$ cat src/rtl/ant_pkg.sv
// rtl/ant_pkg.sv - shared ant types, colour constants and cell-index width helper
package ant_pkg;

  typedef enum logic [1:0] {
    DIR_UP    = 2'd0,
    DIR_DOWN  = 2'd1,
    DIR_LEFT  = 2'd2,
    DIR_RIGHT = 2'd3
  } direction_t;

  typedef enum logic {
    COLOR_WHITE = 1'b0,
    COLOR_BLACK = 1'b1
  } color_t;

  localparam logic [11:0] C_RGB_WHITE = 12'hFFF;
  localparam logic [11:0] C_RGB_BLACK = 12'h000;
  localparam logic [11:0] C_RGB_BG    = 12'h222;
  localparam logic [11:0] C_RGB_ANT   = 12'hF00;
  localparam logic [11:0] C_RGB_MARK  = 12'hFF0;

  // Bits needed to hold 0..n, since cell indices saturate one past the last cell.
  function automatic int cell_idx_w(input int n);
    return (n < 1) ? 1 : $clog2(n + 1);
  endfunction

endpackage

$ cat src/rtl/cell_renderer_if.sv
// rtl/cell_renderer_if.sv - cell-memory read port between renderer and cell RAM
interface cell_renderer_if;
  logic [15:0] oaddr_rd;
  logic        ird_data;

  modport master (output oaddr_rd, input ird_data);
  modport slave  (input oaddr_rd, output ird_data);
endinterface

$ cat src/rtl/cell_pos_tracker.sv
// rtl/cell_pos_tracker.sv - divider-free pixel-to-cell tracker for one raster axis
module cell_pos_tracker
  import ant_pkg::*;
#(
  parameter int C_NUM_CELLS = 5,
  parameter int C_CELL_SIZE = 16,
  parameter int IW = cell_idx_w(C_NUM_CELLS),
  parameter int SW = (C_CELL_SIZE < 2) ? 1 : $clog2(C_CELL_SIZE)
) (
  input  logic          iclk,
  input  logic          irst,
  input  logic          iclear,
  input  logic          istep,
  output logic [SW-1:0] osub,
  output logic [IW-1:0] oidx
);

  localparam logic [SW-1:0] C_SUB_LAST = SW'(C_CELL_SIZE - 1);
  localparam logic [IW-1:0] C_IDX_MAX  = IW'(C_NUM_CELLS);

  // The index parks one past the last cell so off-grid pixels never alias back in.
  always_ff @(posedge iclk) begin
    if (irst) begin
      osub <= '0;
      oidx <= '0;
    end else if (iclear) begin
      osub <= '0;
      oidx <= '0;
    end else if (istep) begin
      if (osub == C_SUB_LAST) begin
        osub <= '0;
        if (oidx != C_IDX_MAX) begin
          oidx <= oidx + 1'b1;
        end
      end else begin
        osub <= osub + 1'b1;
      end
    end
  end

endmodule

$ cat src/rtl/cell_renderer.sv
// rtl/cell_renderer.sv - cell grid renderer, 3-clock pixel pipeline with ant overlay
// Optional: CELL_RENDERER_DIR_MARKER_EN draws a heading band inside the ant cell.
module cell_renderer
  import ant_pkg::*;
#(
  parameter int C_NUM_OF_CELLS_X = 5,
  parameter int C_NUM_OF_CELLS_Y = 5,
  parameter int C_CELL_WIDTH     = 16,
  parameter int C_CELL_HEIGHT    = 16,
  localparam int CW = ((C_NUM_OF_CELLS_X + C_NUM_OF_CELLS_Y) / 2 <= 1) ? 1 :
                      $clog2((C_NUM_OF_CELLS_X + C_NUM_OF_CELLS_Y) / 2)
) (
  input  logic                  iclk,
  input  logic                  irst,
  input  logic [10:0]           ix,
  input  logic [9:0]            iy,
  input  logic                  ide,
  input  logic                  ihsync,
  input  logic                  ivsync,
  cell_renderer_if.master       mem,
  input  logic [CW-1:0]         icur_pos_x,
  input  logic [CW-1:0]         icur_pos_y,
  input  logic [1:0]            idirection,
  output logic [11:0]           orgb,
  output logic                  ode,
  output logic                  ohsync,
  output logic                  ovsync
);

  localparam int XW  = cell_idx_w(C_NUM_OF_CELLS_X);
  localparam int YW  = cell_idx_w(C_NUM_OF_CELLS_Y);
  localparam int SXW = (C_CELL_WIDTH < 2) ? 1 : $clog2(C_CELL_WIDTH);
  localparam int SYW = (C_CELL_HEIGHT < 2) ? 1 : $clog2(C_CELL_HEIGHT);
  localparam logic [XW-1:0] C_CELLS_X = XW'(C_NUM_OF_CELLS_X);
  localparam logic [YW-1:0] C_CELLS_Y = YW'(C_NUM_OF_CELLS_Y);

  logic [XW-1:0]  column;
  logic [YW-1:0]  line;
  logic [SXW-1:0] sub_x;
  logic [SYW-1:0] sub_y;

  logic line_start;
  logic frame_start;
  assign line_start  = ide && (ix == 11'd0);
  assign frame_start = line_start && (iy == 10'd0);

  cell_pos_tracker #(
    .C_NUM_CELLS (C_NUM_OF_CELLS_X),
    .C_CELL_SIZE (C_CELL_WIDTH),
    .IW          (XW),
    .SW          (SXW)
  ) u_track_x (
    .iclk   (iclk),
    .irst   (irst),
    .iclear (line_start),
    .istep  (ide),
    .osub   (sub_x),
    .oidx   (column)
  );

  cell_pos_tracker #(
    .C_NUM_CELLS (C_NUM_OF_CELLS_Y),
    .C_CELL_SIZE (C_CELL_HEIGHT),
    .IW          (YW),
    .SW          (SYW)
  ) u_track_y (
    .iclk   (iclk),
    .irst   (irst),
    .iclear (frame_start),
    .istep  (line_start && (iy != 10'd0)),
    .osub   (sub_y),
    .oidx   (line)
  );

  logic            de0, hs0, vs0;
  logic            de1, hs1, vs1;
  logic            in_grid1, is_ant1;
  logic [CW-1:0]   lat_x, lat_y;
  direction_t      lat_dir;

  logic            in_grid;
  logic            is_ant;
  logic [15:0]     addr;

  assign in_grid = (column < C_CELLS_X) && (line < C_CELLS_Y);
  assign is_ant  = (int'(column) == int'(lat_x)) && (int'(line) == int'(lat_y));
  assign addr    = 16'(line) * 16'(C_NUM_OF_CELLS_X) + 16'(column);

  // Ant position is sampled once per frame so a mid-frame move never tears the image.
  always_ff @(posedge iclk) begin
    if (irst) begin
      de0          <= 1'b0;
      hs0          <= 1'b0;
      vs0          <= 1'b0;
      de1          <= 1'b0;
      hs1          <= 1'b0;
      vs1          <= 1'b0;
      in_grid1     <= 1'b0;
      is_ant1      <= 1'b0;
      lat_x        <= CW'(C_NUM_OF_CELLS_X / 2);
      lat_y        <= CW'(C_NUM_OF_CELLS_Y / 2);
      lat_dir      <= DIR_LEFT;
      mem.oaddr_rd <= '0;
    end else begin
      de0      <= ide;
      hs0      <= ihsync;
      vs0      <= ivsync;
      de1      <= de0;
      hs1      <= hs0;
      vs1      <= vs0;
      in_grid1 <= in_grid;
      is_ant1  <= is_ant;
      if (frame_start) begin
        lat_x   <= icur_pos_x;
        lat_y   <= icur_pos_y;
        lat_dir <= direction_t'(idirection);
      end
      if (in_grid) begin
        mem.oaddr_rd <= addr;
      end
    end
  end

  logic mark;

`ifdef CELL_RENDERER_DIR_MARKER_EN
  logic [SXW-1:0] sub_x1;
  logic [SYW-1:0] sub_y1;

  always_ff @(posedge iclk) begin
    if (irst) begin
      sub_x1 <= '0;
      sub_y1 <= '0;
    end else begin
      sub_x1 <= sub_x;
      sub_y1 <= sub_y;
    end
  end

  always_comb begin
    mark = 1'b0;
    case (lat_dir)
      DIR_UP:    mark = int'(sub_y1) < 2;
      DIR_DOWN:  mark = int'(sub_y1) >= C_CELL_HEIGHT - 2;
      DIR_LEFT:  mark = int'(sub_x1) < 2;
      DIR_RIGHT: mark = int'(sub_x1) >= C_CELL_WIDTH - 2;
      default:   mark = 1'b0;
    endcase
  end
`else
  logic unused_dir_sub;
  assign unused_dir_sub = ^{lat_dir, sub_x, sub_y};
  assign mark = 1'b0;
`endif

  always_ff @(posedge iclk) begin
    if (irst) begin
      orgb   <= 12'h000;
      ode    <= 1'b0;
      ohsync <= 1'b0;
      ovsync <= 1'b0;
    end else begin
      ode    <= de1;
      ohsync <= hs1;
      ovsync <= vs1;
      if (!de1) begin
        orgb <= C_RGB_BLACK;
      end else if (!in_grid1) begin
        orgb <= C_RGB_BG;
      end else if (is_ant1) begin
        orgb <= mark ? C_RGB_MARK : C_RGB_ANT;
      end else if (color_t'(mem.ird_data) == COLOR_BLACK) begin
        orgb <= C_RGB_BLACK;
      end else begin
        orgb <= C_RGB_WHITE;
      end
    end
  end

endmodule

$ cat src/flat_wrapper.sv
// flat-port wrapper written by rule: the top's interface ports become plain ports
module cell_renderer_flat import ant_pkg::*;
#(
  parameter int C_NUM_OF_CELLS_X = 5,
  parameter int C_NUM_OF_CELLS_Y = 5,
  parameter int C_CELL_WIDTH     = 16,
  parameter int C_CELL_HEIGHT    = 16,
  localparam int CW = ((C_NUM_OF_CELLS_X + C_NUM_OF_CELLS_Y) / 2 <= 1) ? 1 :
                      $clog2((C_NUM_OF_CELLS_X + C_NUM_OF_CELLS_Y) / 2)
)
  (iclk, irst, ix, iy, ide, ihsync, ivsync, icur_pos_x, icur_pos_y, idirection, orgb, ode, ohsync, ovsync, mem_oaddr_rd, mem_ird_data);
  cell_renderer_if mem_i ();
  input  logic iclk;
  input  logic irst;
  input  logic [10:0] ix;
  input  logic [9:0] iy;
  input  logic ide;
  input  logic ihsync;
  input  logic ivsync;
  input  logic [CW-1:0] icur_pos_x;
  input  logic [CW-1:0] icur_pos_y;
  input  logic [1:0] idirection;
  output logic [11:0] orgb;
  output logic ode;
  output logic ohsync;
  output logic ovsync;
  output wire logic [$bits(mem_i.oaddr_rd)-1:0] mem_oaddr_rd;
  input wire logic [$bits(mem_i.ird_data)-1:0] mem_ird_data;
  assign mem_oaddr_rd = mem_i.oaddr_rd;
  assign mem_i.ird_data = mem_ird_data;
  cell_renderer #(.C_NUM_OF_CELLS_X(C_NUM_OF_CELLS_X), .C_NUM_OF_CELLS_Y(C_NUM_OF_CELLS_Y), .C_CELL_WIDTH(C_CELL_WIDTH), .C_CELL_HEIGHT(C_CELL_HEIGHT)) u_core (.iclk(iclk), .irst(irst), .ix(ix), .iy(iy), .ide(ide), .ihsync(ihsync), .ivsync(ivsync), .mem(mem_i), .icur_pos_x(icur_pos_x), .icur_pos_y(icur_pos_y), .idirection(idirection), .orgb(orgb), .ode(ode), .ohsync(ohsync), .ovsync(ovsync));
endmodule
$ cat config.mk
export PLATFORM = sky130hd
export DESIGN_NAME = cell_renderer_flat
export DESIGN_NICKNAME = d
export VERILOG_FILES = /design/src/rtl/ant_pkg.sv /design/src/rtl/cell_renderer_if.sv /design/src/rtl/cell_pos_tracker.sv /design/src/rtl/cell_renderer.sv /design/src/flat_wrapper.sv
export SDC_FILE = /design/constraint.sdc
export NUM_CORES = 1
export LEC_CHECK = 0
export ABC_AREA = 1
export CORE_AREA = 4 4 61 86
export DETAILED_ROUTE_END_ITERATION = 10
export DIE_AREA = 0 0 65 90
export HOLD_SLACK_MARGIN = 0.03
export PLACE_DENSITY_LB_ADDON = 0.05
export RECOVER_POWER = 50
export SYNTH_ARGS = -nofsm -noshare
export SYNTH_HDL_FRONTEND = slang
export SYNTH_SLANG_ARGS = --single-unit
$ cat constraint.sdc
create_clock -name iclk -period 5.39 [get_ports iclk]
set_clock_uncertainty 0.05 [all_clocks]
set_input_delay 1.078 -clock iclk [delete_from_list [all_inputs] [get_ports iclk]]
set_output_delay 1.078 -clock iclk [all_outputs]
set_load 0.005 [all_outputs]
# [Yosys cells after proc, flatten, opt, wreduce, memory -nomap -nowiden]
# Cells that the tools add are included.
[totals] ramBits=0 elab_cells=57 latchBits=0 regBits=59 romBits=0 memories=0 in_bits=35 output_inout_bits=31
[classes] shift=0 order_cmp=2 bitwise_logic=2 multipliers=1 addsub=5 reduce_logical=15 div=0 eq_ne=6 n_mux=5
[ops] cell="$mux W12" n=2
[ops] cell="$logic_not A11 Y1" n=1
[ops] cell="$logic_not A10 Y1" n=1
[ops] cell="$mux W10" n=1
[ops] cell="$reduce_bool A10 Y1" n=1
[ops] cell="$add A4 B1 Y4 const B" n=2
[ops] cell="$eq A4 B4 Y1 const B" n=2
[ops] cell="$mux W4" n=2
[ops] cell="$add A6 B3 Y7" n=1
[ops] cell="$add A3 B1 Y3 const B" n=2
[ops] cell="$eq A3 B3 Y1" n=2
[ops] cell="$lt A3 B3 Y1 const B" n=2
[ops] cell="$mul A3 B3 Y6 const B" n=1
[ops] cell="$ne A3 B3 Y1 const B" n=2
[ops] cell="$reduce_and A3 Y1" n=2
[ops] cell="$reduce_or A2 Y1" n=3
[ops] cell="$logic_and A1 B1 Y1" n=5
[ops] cell="$reduce_or A4 Y1" n=1
[ops] cell="$reduce_or A3 Y1" n=1
[ops] cell="$not A1 Y1" n=2

# [Longest topological paths before layout]
# Gate-level depths: netlist (run 1).
[depth] ltp_word=4 depth_mapped=10

# [Cells and area by module]
# From an unflattened synthesis (run 1), not the netlist that was laid out.
[hier_totals] hier_cells=303 area_unflattened_um2=2197.1
[by_module_without_submodules] mod="cell_renderer" seq_area_each_um2=540.5 area_each_um2=1456.4 cells_per_inst=197 instances=1
[by_module_without_submodules] mod="cell_pos_tracker" seq_area_each_um2=140.1 area_each_um2=370.4 cells_per_inst=53 instances=2

# [Worst setup path after synthesis (run 1)]
# No wires, ideal clock.
[synth_path] kind="input to register" from="in iy[1]" to="reg u_core.u_track_y.osub[0]" required_time_ns=5.228 cell_stages=7 slack_ns=3.347 t_arrival_ns=1.881 path_cell_list="or2_1 > nor2_2 > nand2_2 > nor2_4 > nor2_2 > nand2_1 > nor2_1"
[synth_between] elab_chain_cells=3 elab_cells_between_ends=5 classes_between="reduce/logical: 5"
[synth_rtl] item="from (decl)" line="flat_wrapper.sv:16" source="input logic [9:0] iy;"
[synth_rtl] item="$logic_not A10 Y1" line="cell_renderer.sv:45" source="assign frame_start = line_start && (iy == 10'd0);"
[synth_rtl] item="$logic_and A1 B1 Y1" line="cell_renderer.sv:45"
[synth_rtl] item="$reduce_or A2 Y1 (no line)"
[synth_rtl] item="to (signal assigned)" line="cell_pos_tracker.sv:36" source="osub <= osub + 1'b1;"
[synth_rtl] item="to (decl)" line="cell_pos_tracker.sv:14" source="output logic [SW-1:0] osub,"
# Parallel ways exist; a longest one is shown, timed or not.
# A chain may end at the register's enable or synchronous reset.

# [Worst setup path after layout (run 1)]
[layout_path] from="in irst" to="reg u_core.u_track_x.oidx[1]"
[layout_between] elab_chain_cells=1
[layout_rtl] item="from (decl)" line="flat_wrapper.sv:14" source="input logic irst;"
[layout_rtl] item="$reduce_or A2 Y1 (no line)"
[layout_rtl] item="to (signal assigned)" line="cell_pos_tracker.sv:33" source="oidx <= oidx + 1'b1;"
[layout_rtl] item="to (decl)" line="cell_pos_tracker.sv:15" source="output logic [IW-1:0] oidx"
# Every way passes these cells.

==> impl_results.md, run 1 <==
- Placed cells: 398
- Antenna Cells: 0
- Worst EP required: between 5000 and 6000 ps
- Gr ovfl total: 0
- Routed WL per cell: 10.3 um
- GRT Util Overall: 15.0%
- Drt first pass iters: 4
- Yosys warning total: 0
- DR WL met2: approximately 2.1 mm
- Global placement routability congestion: 0.833
- Fin crit period: 2490 ps
- Drt total wl: between 4 and 5 mm
- Max Slew Vio Count: 0
- Crit Reg-Reg Startpoint: u_core.u_track_y.oidx[0]
- Worst-case reg-to-reg path depth: 8
- CTS Sinks: 41
- RSZ-0062 raised after global routing: false
- Critical path class: in2reg
- Drt initial violations: 57
- Max Freq: 401 MHz
- Metal-1 WL: 1.81 mm
- IO Count: 66
- Switching share of total power: between 20% and 30%
- Seq/Total Area, Yosys: 37.7%
- Commonest cells after routing, fill and taps aside: nor2_1 (50), nand2_1 (48), inv_1 (44), dfxtp_1 (41), clkdlybuf4s50_1 (35)
- Comb pwr share: 8.1%
- Crit path DAT: between 2000 and 3000 ps
- CTS root buffer: clkbuf_8
- Final non-filler cell total: 406
- Clock slew at reported path FFs: approximately 80 ps
- Top sig layer: met4
- Share of cells above drive strength 1: 6.69%
- CP Max Fanout: 14
- Hold path start: u_core.hs1
- Initial Utilization: between 40% and 50%
- Layout area overhead: 27.3%
- Hold-fix buffers at CTS: 0
- Hold Vio Cnt, Final: 0
- Final Cell Area: 0.00278 mm^2
- Site Rows: 29
- Fin Setup TNS: 0 ps
- Most common cell after layout, fill and taps aside: nor2_1
- DRC: 0
- First-pass GRT wire length: 7.04 mm
- # Max-Cap Violations: 0
- Core Area: approximately 0.0045 mm^2
- Clock Latency Late Sink: 290 ps
- Via count: 1866
- # port buffers: 53
- Nets: 394
- Routed wire length on met3: 228 um
- Die ar.: 0.00585 mm^2
- Hold Crit Endpoint: u_core.ohsync
- Dpl hpwl: roughly 3.3 mm
- Htree depth: 2
- Largest net degree at the start of global routing: 15
- Leak: around 0.0014 uW
- Post-CTS setup buffers: 0
- # setup viols final: 0
- Register share of total power: 51.0%
- Final Total Pwr: 607 uW
- Net switching power: approximately 130 uW
- Int Pwr: 475 uW
- Routed Antenna Nets: 0
- CTS tree: done
- Num CTS Buffers: 5
- Register bit total from synthesis: 41
- Initial antenna violation count: 0
- Hold path depth: 2
- Cells after synthesis: 296
- Resized Gates After CTS: 0
- Cell Area, Placed: around 0.0027 mm^2
- Vias per inst: ~4.6
- Post-synth cell types: 29
- Clock Tree Buf Depth: 2
- Worst setup EP type: register
- RR Endpoint: u_core.mem.oaddr_rd[4]
- Critical path startpoint category: input port
- Tightest Hold Check Type: reg2reg
- Number of global-route vias before repair: 1608
- Clock power frac: between 40% and 50%
- Peak VDD IR: 200 uV
- Syn avg cell area: 7.36 um^2
- Die H: roughly 90 um
- Final period utilization: between 40% and 50%
- Area of the mapped netlist: 0.00218 mm^2
- Status: complete, no violations
- Die Width: 65 um
- R2R setup slack: 3210 ps
- Power density over cell area: 219 mW/mm^2
-- metrics by stage --
| step | worst slack, ps | hold slack (ps) | utilization, % |
|---|---|---|---|
| after detailed placement | 2570 | 347 | 59.6 |
| after global placement | 2580 | 341 | 59.6 |
| final | 2900 | 356 | 62.2 |
| after CTS | 2870 | 359 | 62.2 |
| after floorplan | 3350 | 338 | - |
| after global routing | 2710 | 379 | 62.2 |
-- layout make-up --
cell class,instances,area (um^2)
inverters,47,176
well taps,62,77.6
flip-flops and latches,41,821
repair buffers,53,531
fillers,427,1690
clock buffers,5,68.8
clock inverters,3,46.3
multi-input cells,195,1050
-- cell families (layout without fill, tap and decap cells) --
group,count (synthesis),in the layout,share of synthesized area (%)
buffers and inverters,69,108,15.5
AOI/OAI and AO/OA,25,25,5.97
xor gates and xnor gates,9,9,3.62
and+or+nand+nor,135,135,27.6
adders and majority gates,16,16,9.53
other,1,10,0.172
DFF,41,41,37.7
-- flip-flops by register name, summed over array words and instances (netlist names), 3 cells and up --
name,flops
u_core.u_track_x.oidx,3
u_core.orgb,4
u_core.lat_y,3
u_core.u_track_x.osub,4
u_core.mem.oaddr_rd,6
u_core.u_track_y.osub,4
u_core.u_track_y.oidx,3
u_core.lat_x,3
-- Yosys cell counts --
| library cell | instances | share of area (%) |
|---|---|---|
| a211oi_1 | 1 | 0.34 |
| a21oi_1 | 7 | 1.6 |
| a31oi_1 | 2 | 0.57 |
| and2_1 | 1 | 0.29 |
| buf_4 | 19 | 6.5 |
| buf_6 | 1 | 0.52 |
| clkbuf_1 | 2 | 0.34 |
| conb_1 | 1 | 0.17 |
| dfxtp_1 | 41 | 38 |
| fa_1 | 1 | 0.92 |
| ha_1 | 15 | 8.6 |
| inv_1 | 44 | 7.6 |
| inv_2 | 3 | 0.52 |
| nand2_1 | 48 | 8.3 |
| nand2_2 | 5 | 1.4 |
| nand3_1 | 13 | 3.0 |
| nand3_2 | 1 | 0.46 |
| nand4_1 | 6 | 1.7 |
| nor2_1 | 50 | 8.6 |
| nor2_2 | 3 | 0.86 |
| nor2_4 | 1 | 0.52 |
| nor2_8 | 1 | 0.92 |
| nor3_1 | 4 | 0.92 |
| o21ai_0 | 11 | 2.5 |
| o21ai_1 | 4 | 0.92 |
| or2_1 | 1 | 0.29 |
| or2_2 | 1 | 0.29 |
| xnor2_1 | 5 | 2.0 |
| xor2_1 | 4 | 1.6 |
-- worst max-delay path by stage --
stage / start / to / cells after the start
3_5_place_dp: irst / u_core.u_track_x.oidx[1] / 4
4_1_cts: irst / u_core.u_track_x.oidx[1] / 4
2_1_floorplan: iy[1] / u_core.u_track_y.osub[0] / 7
5_1_grt: irst / u_core.orgb[10] / 6
6_report: irst / u_core.u_track_x.oidx[1] / 4
3_3_place_gp: irst / u_core.u_track_x.oidx[1] / 4
-- power groups by stage --
stage | sequential (uW) | clock, uW | combinational [uW]
floorplan | 317 | 0 | 26.5
global placement | 317 | 0 | 49.3
detailed placement | 317 | 0 | 50.1
CTS | 310 | 255 | 50.3
global route | 310 | 271 | 55.6
finish | 310 | 248 | 49.3
-- worst max-delay path: stages --
cell and delay, ps:
dlygate4sd3_1 720, inv_1 390, nand2_1 240, a211oi_1 210
-- layer usage --
layer  vias to the layer above  GRT usage, %
met2                        44          26.8
met4                         0          6.53
met1                       838          16.7
met3                         5          3.12
met5                         -             0
li1                        979             -
Note: power is estimated with default switching activity, not from simulation.
==> run 2, diff against run 1 <==
--- a/config.mk
+++ b/config.mk
@@ -6,9 +6,9 @@
 export NUM_CORES = 1
 export LEC_CHECK = 0
 export ABC_AREA = 1
-export CORE_AREA = 4 4 61 86
+export CORE_AREA = 4 4 63 88
 export DETAILED_ROUTE_END_ITERATION = 10
-export DIE_AREA = 0 0 65 90
+export DIE_AREA = 0 0 67 92
 export HOLD_SLACK_MARGIN = 0.03
 export PLACE_DENSITY_LB_ADDON = 0.05
 export RECOVER_POWER = 50
==> constraint.sdc (replaced) <==
create_clock -name iclk -period 2.6 [get_ports iclk]
set_clock_uncertainty 0.05 [all_clocks]
set_input_delay 0.52 -clock iclk [delete_from_list [all_inputs] [get_ports iclk]]
set_output_delay 0.52 -clock iclk [all_outputs]
set_load 0.005 [all_outputs]
==> run 2 against run 1 <==
Total power is 120% higher. Final cell count is 1.5% higher. Sequential cell count stayed put. Non-clock buffer count is 4 higher. Via count is 1.2% lower. Worst hold slack hardly changed. Sequential share of layout area is 0.51 points lower. Critical path depth is 4 higher. First-iteration DRC count is 44% higher. Core utilization is 2.9 points lower. Global-route usage is 0.56 points lower. Highest routed layer unchanged.
==> impl_results.md, run 2 (synthesized netlist as in run 1, its figures left out) <==
- DRC: 0 (unchanged)
- Worst-case reg-to-reg path depth: 8 (unchanged)
- Global placement routability congestion: 0.730 (-12%)
- Leak: 0.00136 uW (about the same)
- Routed WL per cell: 9.91 um (-4.1%)
- Clock Tree Buf Depth: 2 (unchanged)
- First-pass GRT wire length: 6.96 mm (-1.2%)
- # port buffers: 53 (unchanged)
- Drt total wl: 4.08 mm (-2.7%)
- Largest register FFs: 6 (unchanged)
- Gr ovfl total: 0 (unchanged)
- CTS Sinks: 41 (unchanged)
- Worst setup EP type: register
- CP Max Fanout: 2 (-12)
- Number of global-route vias before repair: 1681 (+4.5%)
- Final Hold Slack: 357 ps (+0.349 ps)
- Dpl hpwl: 3.26 mm (about the same)
- Clock Latency Late Sink: 290 ps (about the same)
- Antenna Cells: 0 (unchanged)
- Routed Antenna Nets: 0 (unchanged)
- Hold-fix buffers at CTS: 0 (unchanged)
- Worst EP required: 2780 ps (-2770 ps)
- Max Freq: 523 MHz
- Resized Gates After CTS: 0 (unchanged)
- Power density over cell area: 482 mW/mm^2 (+120%)
- Hold Vio Cnt, Final: 0 (unchanged)
- Peak VDD IR: 318 uV (+59%)
- Initial Utilization: 45.7% (-3.1 points)
- Clock slew at reported path FFs: 80 ps (about the same)
- Post-CTS setup buffers: 0 (unchanged)
- Commonest cells after routing, fill and taps aside: nor2_1 (51), nand2_1 (48), inv_1 (44), clkdlybuf4s50_1 (43), dfxtp_1 (41)
- CTS tree: done
- Num CTS Buffers: 5 (unchanged)
- RSZ-0062 raised after global routing: false
- Nets: 398 (+1.0%)
- Hold path depth: 2 (unchanged)
- Tightest Pin Transition: 503 ps
- Die H: 92 um (+2.2%)
- CTS root buffer: clkbuf_8
- Critical path startpoint category: register
- Largest register by flop count: u_core.mem.oaddr_rd
- Tightest Hold Check Type: reg2reg
- # setup viols final: 0 (unchanged)
- # Max-Cap Violations: 0 (unchanged)
- Vias per inst: 4.48 (-2.6%)
- Die ar.: 0.00616 mm^2 (+5.4%)
- Via count: 1844 (-1.2%)
- Core Area: 0.00477 mm^2 (+6.8%)
- GRT Util Overall: 14.5% (-0.56 points)
- Drt first pass iters: 4 (unchanged)
- Most common cell after layout, fill and taps aside: nor2_1
- Initial antenna violation count: 0 (unchanged)
- Drt initial violations: 82 (+44%)
- Largest net degree at the start of global routing: 15 (unchanged)
- Status: complete, no violations
- Htree depth: 2 (unchanged)
- Max Slew Vio Count: 0 (unchanged)
- Final period utilization: 73.5%
- Layout filler cell count: 470 (+10%)
- Layout area overhead: 29.6%
- Rel. slew slack: 66.5%
- Fin Setup TNS: 0 ps (unchanged)
- Site Rows: 30 (+3.4%)
- Die Width: 67 um (+3.1%)
- Fin crit period: 1910 ps
- Crit path DAT: 2090 ps (-570 ps)
- IO Count: 66 (unchanged)
- Share of cells above drive strength 1: 7.18% (+0.50 points)
- Critical path class: reg2reg
## run 2: cell types whose count changed in the layout (fill, tap and decap cells not counted)
cell / previous run / this run
buf_4: 0 / 3
bufinv_16: 1 / 2
clkbuf_1: 0 / 1
clkdlybuf4s50_1: 35 / 43
clkinv_4: 1 / 0
clkinvlp_4: 1 / 0
dlygate4sd3_1: 18 / 10
inv_6: 0 / 1
nor2_1: 50 / 51
nor2_2: 3 / 2
## run 2: per-layer routing
metal | global-route usage, % | wire length [um]
met4 | 6.60 | 77
met2 | 25.7 | 2090
met1 | 15.6 | 1640
met3 | 3.43 | 273
met5 | 0 | 0
## run 2: power by group
| group | leakage, uW | internal [uW] | switching [uW] | total, uW |
|---|---|---|---|---|
| logic | 0.000954 | 61.8 | 41.3 | 103 |
| clock network | 0.0000687 | 386 | 230 | 617 |
| registers | 0.000333 | 637 | 4.56 | 642 |
## run 2: through the flow
step | setup slack (ps) | cells | power [uW] | util, % | instance area (um^2)
detailed placement | 437 | 404 | 763 | 56.5 | 2690
global placement | 445 | 404 | 762 | 56.5 | 2690
finish | 689 | 412 | 1360 | 59.2 | 2820
CTS | 664 | 412 | 1380 | 59.4 | 2830
floorplan | 677 | 305 | 711 | - | 2210
global route | 538 | 412 | 1420 | 59.2 | 2820
## run 2: worst max-delay path, cell delays in order, from the launching register on
cell	delay (ps)
dfxtp_1	320
ha_1	290
ha_1	340
ha_1	300
nand2_1	60
inv_1	30
o21ai_0	180
nand3_1	100
a31oi_1	160
## run 2: path summary, 6_finish.rpt
kind | from | to | slack (ps)
worst max-delay path | u_core.u_track_y.oidx[0] | u_core.mem.oaddr_rd[4] | 690
worst min register to register | u_core.vs0 | u_core.vs1 | 360
worst min-delay path | u_core.vs0 | u_core.vs1 | 360
worst max register to register | u_core.u_track_y.oidx[0] | u_core.mem.oaddr_rd[4] | 690
## run 2: layout make-up
cell class / count / area (um^2) / share of cell area, %
flip-flops and latches: 41 / 821 / 29.1
clock buffers: 5 / 68.8 / 2.44
inverters: 47 / 176 / 6.25
multi-input cells: 195 / 1050 / 37.3
clock inverters: 3 / 68.8 / 2.44
well taps: 64 / 80.1 / 2.84
repair buffers: 57 / 557 / 19.7
==> run 3, diff against run 2 <==
==> constraint.sdc (replaced) <==
create_clock -name iclk -period 1.98 [get_ports iclk]
set_clock_uncertainty 0.05 [all_clocks]
set_input_delay 0.396 -clock iclk [delete_from_list [all_inputs] [get_ports iclk]]
set_output_delay 0.396 -clock iclk [all_outputs]
set_load 0.005 [all_outputs]
==> run 3 against run 2 <==
Critical path depth decreased by 2. Maximum frequency increased by 4.9%. Register-to-register slack got worse by 530 ps. Die area unchanged. Total power increased by 19%. Routed wire length decreased by 0.91%. Non-clock buffer count increased by 6. Worst hold slack improved by 0.91 ps. First-iteration DRC count decreased by 27%. Global-route usage decreased by 0.19 points. Largest cell class unchanged. Count of clock-buffer cells in the layout unchanged. Sequential share of layout area decreased by 0.17 points.
==> impl_results.md, run 3 (synthesized netlist as in run 1, its figures left out) <==
- Status: complete, no violations
- Dpl hpwl: 3.39 mm (+3.7%)
- CTS Sinks: 41 (unchanged)
- Max Freq: 549 MHz (+4.9%)
- Antenna Cells: 0 (unchanged)
- Largest net degree at the start of global routing: 13 (-2)
- Most common cell after layout, fill and taps aside: nor2_1
- Die Width: 67 um (unchanged)
- GRT Util Overall: 14.3% (-0.19 points)
- First-pass GRT wire length: 6.88 mm (-1.2%)
- Power density over cell area: 569 mW/mm^2 (+18%)
- Routed Antenna Nets: 0 (unchanged)
- Hold-fix buffers at CTS: 0 (unchanged)
- Final Hold Slack: 358 ps (+0.915 ps)
- Largest register by flop count: u_core.mem.oaddr_rd
- Clock Tree Buf Depth: 2 (unchanged)
- IO Count: 66 (unchanged)
- Clock slew at reported path FFs: 70 ps (about the same)
- Peak VDD IR: 339 uV (+6.6%)
- CTS root buffer: clkbuf_8
- Drt first pass iters: 4 (unchanged)
- Fin Setup TNS: 0 ps (unchanged)
- Final period utilization: 92.0% (+19 points)
- Number of global-route vias before repair: 1693 (+0.71%)
- Hold Vio Cnt, Final: 0 (unchanged)
- Initial antenna violation count: 0 (unchanged)
- Worst setup EP type: register
- CP Buf/Inv Count: 1 (unchanged)
- Global placement routability congestion: 0.739 (+1.3%)
- Drt initial violations: 60 (-27%)
- Delay-heaviest family, CP: adder cells
- Final WS setup: 158 ps (-531 ps)
- CP Cell Sequence: clkbuf_1 -> ha_1 -> ha_1 -> fa_1 -> o21ai_0 -> nor2_1
- DRC: 0 (unchanged)
- Most used cell, CP: ha_1
- # port buffers: 53 (unchanged)
- Site Rows: 30 (unchanged)
- Largest register FFs: 6 (unchanged)
- Die ar.: 0.00616 mm^2 (unchanged)
- Critical path class: reg2reg
- Fin crit period: 1820 ps (-88.8 ps)
- Critical path startpoint category: register
- Sequential standard cell area: 821 um^2 (unchanged)
- Clock Latency Late Sink: 290 ps (about the same)
- Final Total Pwr: 1610 uW (+19%)
- Share of cells above drive strength 1: 8.22% (+1.0 points)
- # setup viols final: 0 (unchanged)
- Routed WL per cell: 9.70 um (-2.1%)
- Num CTS Buffers: 5 (unchanged)
- Commonest cells after routing, fill and taps aside: nor2_1 (51), nand2_1 (48), inv_1 (44), dfxtp_1 (41), clkdlybuf4s50_1 (39)
- Die H: 92 um (unchanged)
- CTS tree: done
- Nets: 404 (+1.5%)
- Max stage delay on crit path: 410 ps (+70 ps)
- Core Area: 0.00477 mm^2 (unchanged)
- Worst EP required: 2110 ps (-670 ps)
- Area of the multi-input gates: 0.00106 mm^2 (+1.2%)
- Post-CTS setup buffers: 0 (unchanged)
- Gr ovfl total: 0 (unchanged)
- Placement Setup Slack: 18.3 ps (-419 ps)
- Layout filler cell count: 484 (+3.0%)
- Leak: 0.00137 uW (+1.4%)
- Tightest Hold Check Type: reg2reg
- Crit Reg-Reg Startpoint: u_core.u_track_y.oidx[0]
- # Max-Cap Violations: 0 (unchanged)
- Via count: 1873 (+1.6%)
- Crit path DAT: 1950 ps (-140 ps)
- CP max-delay cell: fa_1
- RSZ-0062 raised after global routing: false
- Hold path start: u_core.de0
- Initial Utilization: 45.7% (unchanged)
- Layout area overhead: 30.3%
- Vias per inst: 4.49 (+0.35%)
- Drt total wl: 4.05 mm (-0.91%)
- CP Max Fanout: 7 (+5)
- CP startpoint: u_core.u_track_y.oidx[0]
- Max Slew Vio Count: 0 (unchanged)
- Htree depth: 2 (unchanged)
==> run 3: report_power, final <==
group / internal (uW) / leakage (uW) / total (uW) / switching, uW
registers: 837 / 0.000333 / 843 / 5.51
logic: 82.7 / 0.000987 / 137 / 54.4
clock network: 366 / 0.0000540 / 635 / 269
total: 1290 / 0.00137 / 1610 / 329
==> run 3: area by class of cell <==
| type | count | share of cell area, % |
|---|---|---|
| tap | 64 | 2.82 |
| timing repair buffer | 63 | 20.9 |
| clock inverter | 2 | 1.23 |
| multi-input combinational | 195 | 37.5 |
| inverter | 47 | 6.21 |
| sequential | 41 | 28.9 |
| clock buffer | 5 | 2.42 |
==> run 3: path summary, 6_finish.rpt <==
path | end | slack [ps] | depth (start not counted)
worst max-delay path | u_core.mem.oaddr_rd[2] | 160 | 6
worst min-delay path | u_core.de1 | 360 | 2
worst max register to register | u_core.mem.oaddr_rd[2] | 160 | 6
worst min register to register | u_core.de1 | 360 | 2
==> run 3: stage by stage <==
stage / instances / util (%) / area (um^2)
2_1_floorplan: 305 / - / 2210
3_3_place_gp: 410 / 57.4 / 2740
3_5_place_dp: 410 / 57.4 / 2740
4_1_cts: 417 / 59.6 / 2840
5_1_grt: 417 / 59.6 / 2840
6_report: 417 / 59.6 / 2840
==> run 3: timing repair <==
action	CTS	global route
gates resized for setup	0	2
endpoints found under the setup margin	0	1
hold endpoints to repair	0	0
==> run 3: metal layers <==
metal / part of all wire, % / wire [um] / track usage (%) / vias to the layer above
met1: 40 / 1610 / 14.7 / 813
met4: 2.4 / 97 / 5.92 / 0
li1: - / - / - / 997
met2: 51 / 2050 / 26.2 / 54
met3: 7.2 / 290 / 3.68 / 9
met5: 0 / 0 / 0 / -
==> run 3: tightest hold or removal path, stage by stage, from the launching register on <==
cell	delay, ps
dfxtp_1	300
inv_1	40
nor2_1	30
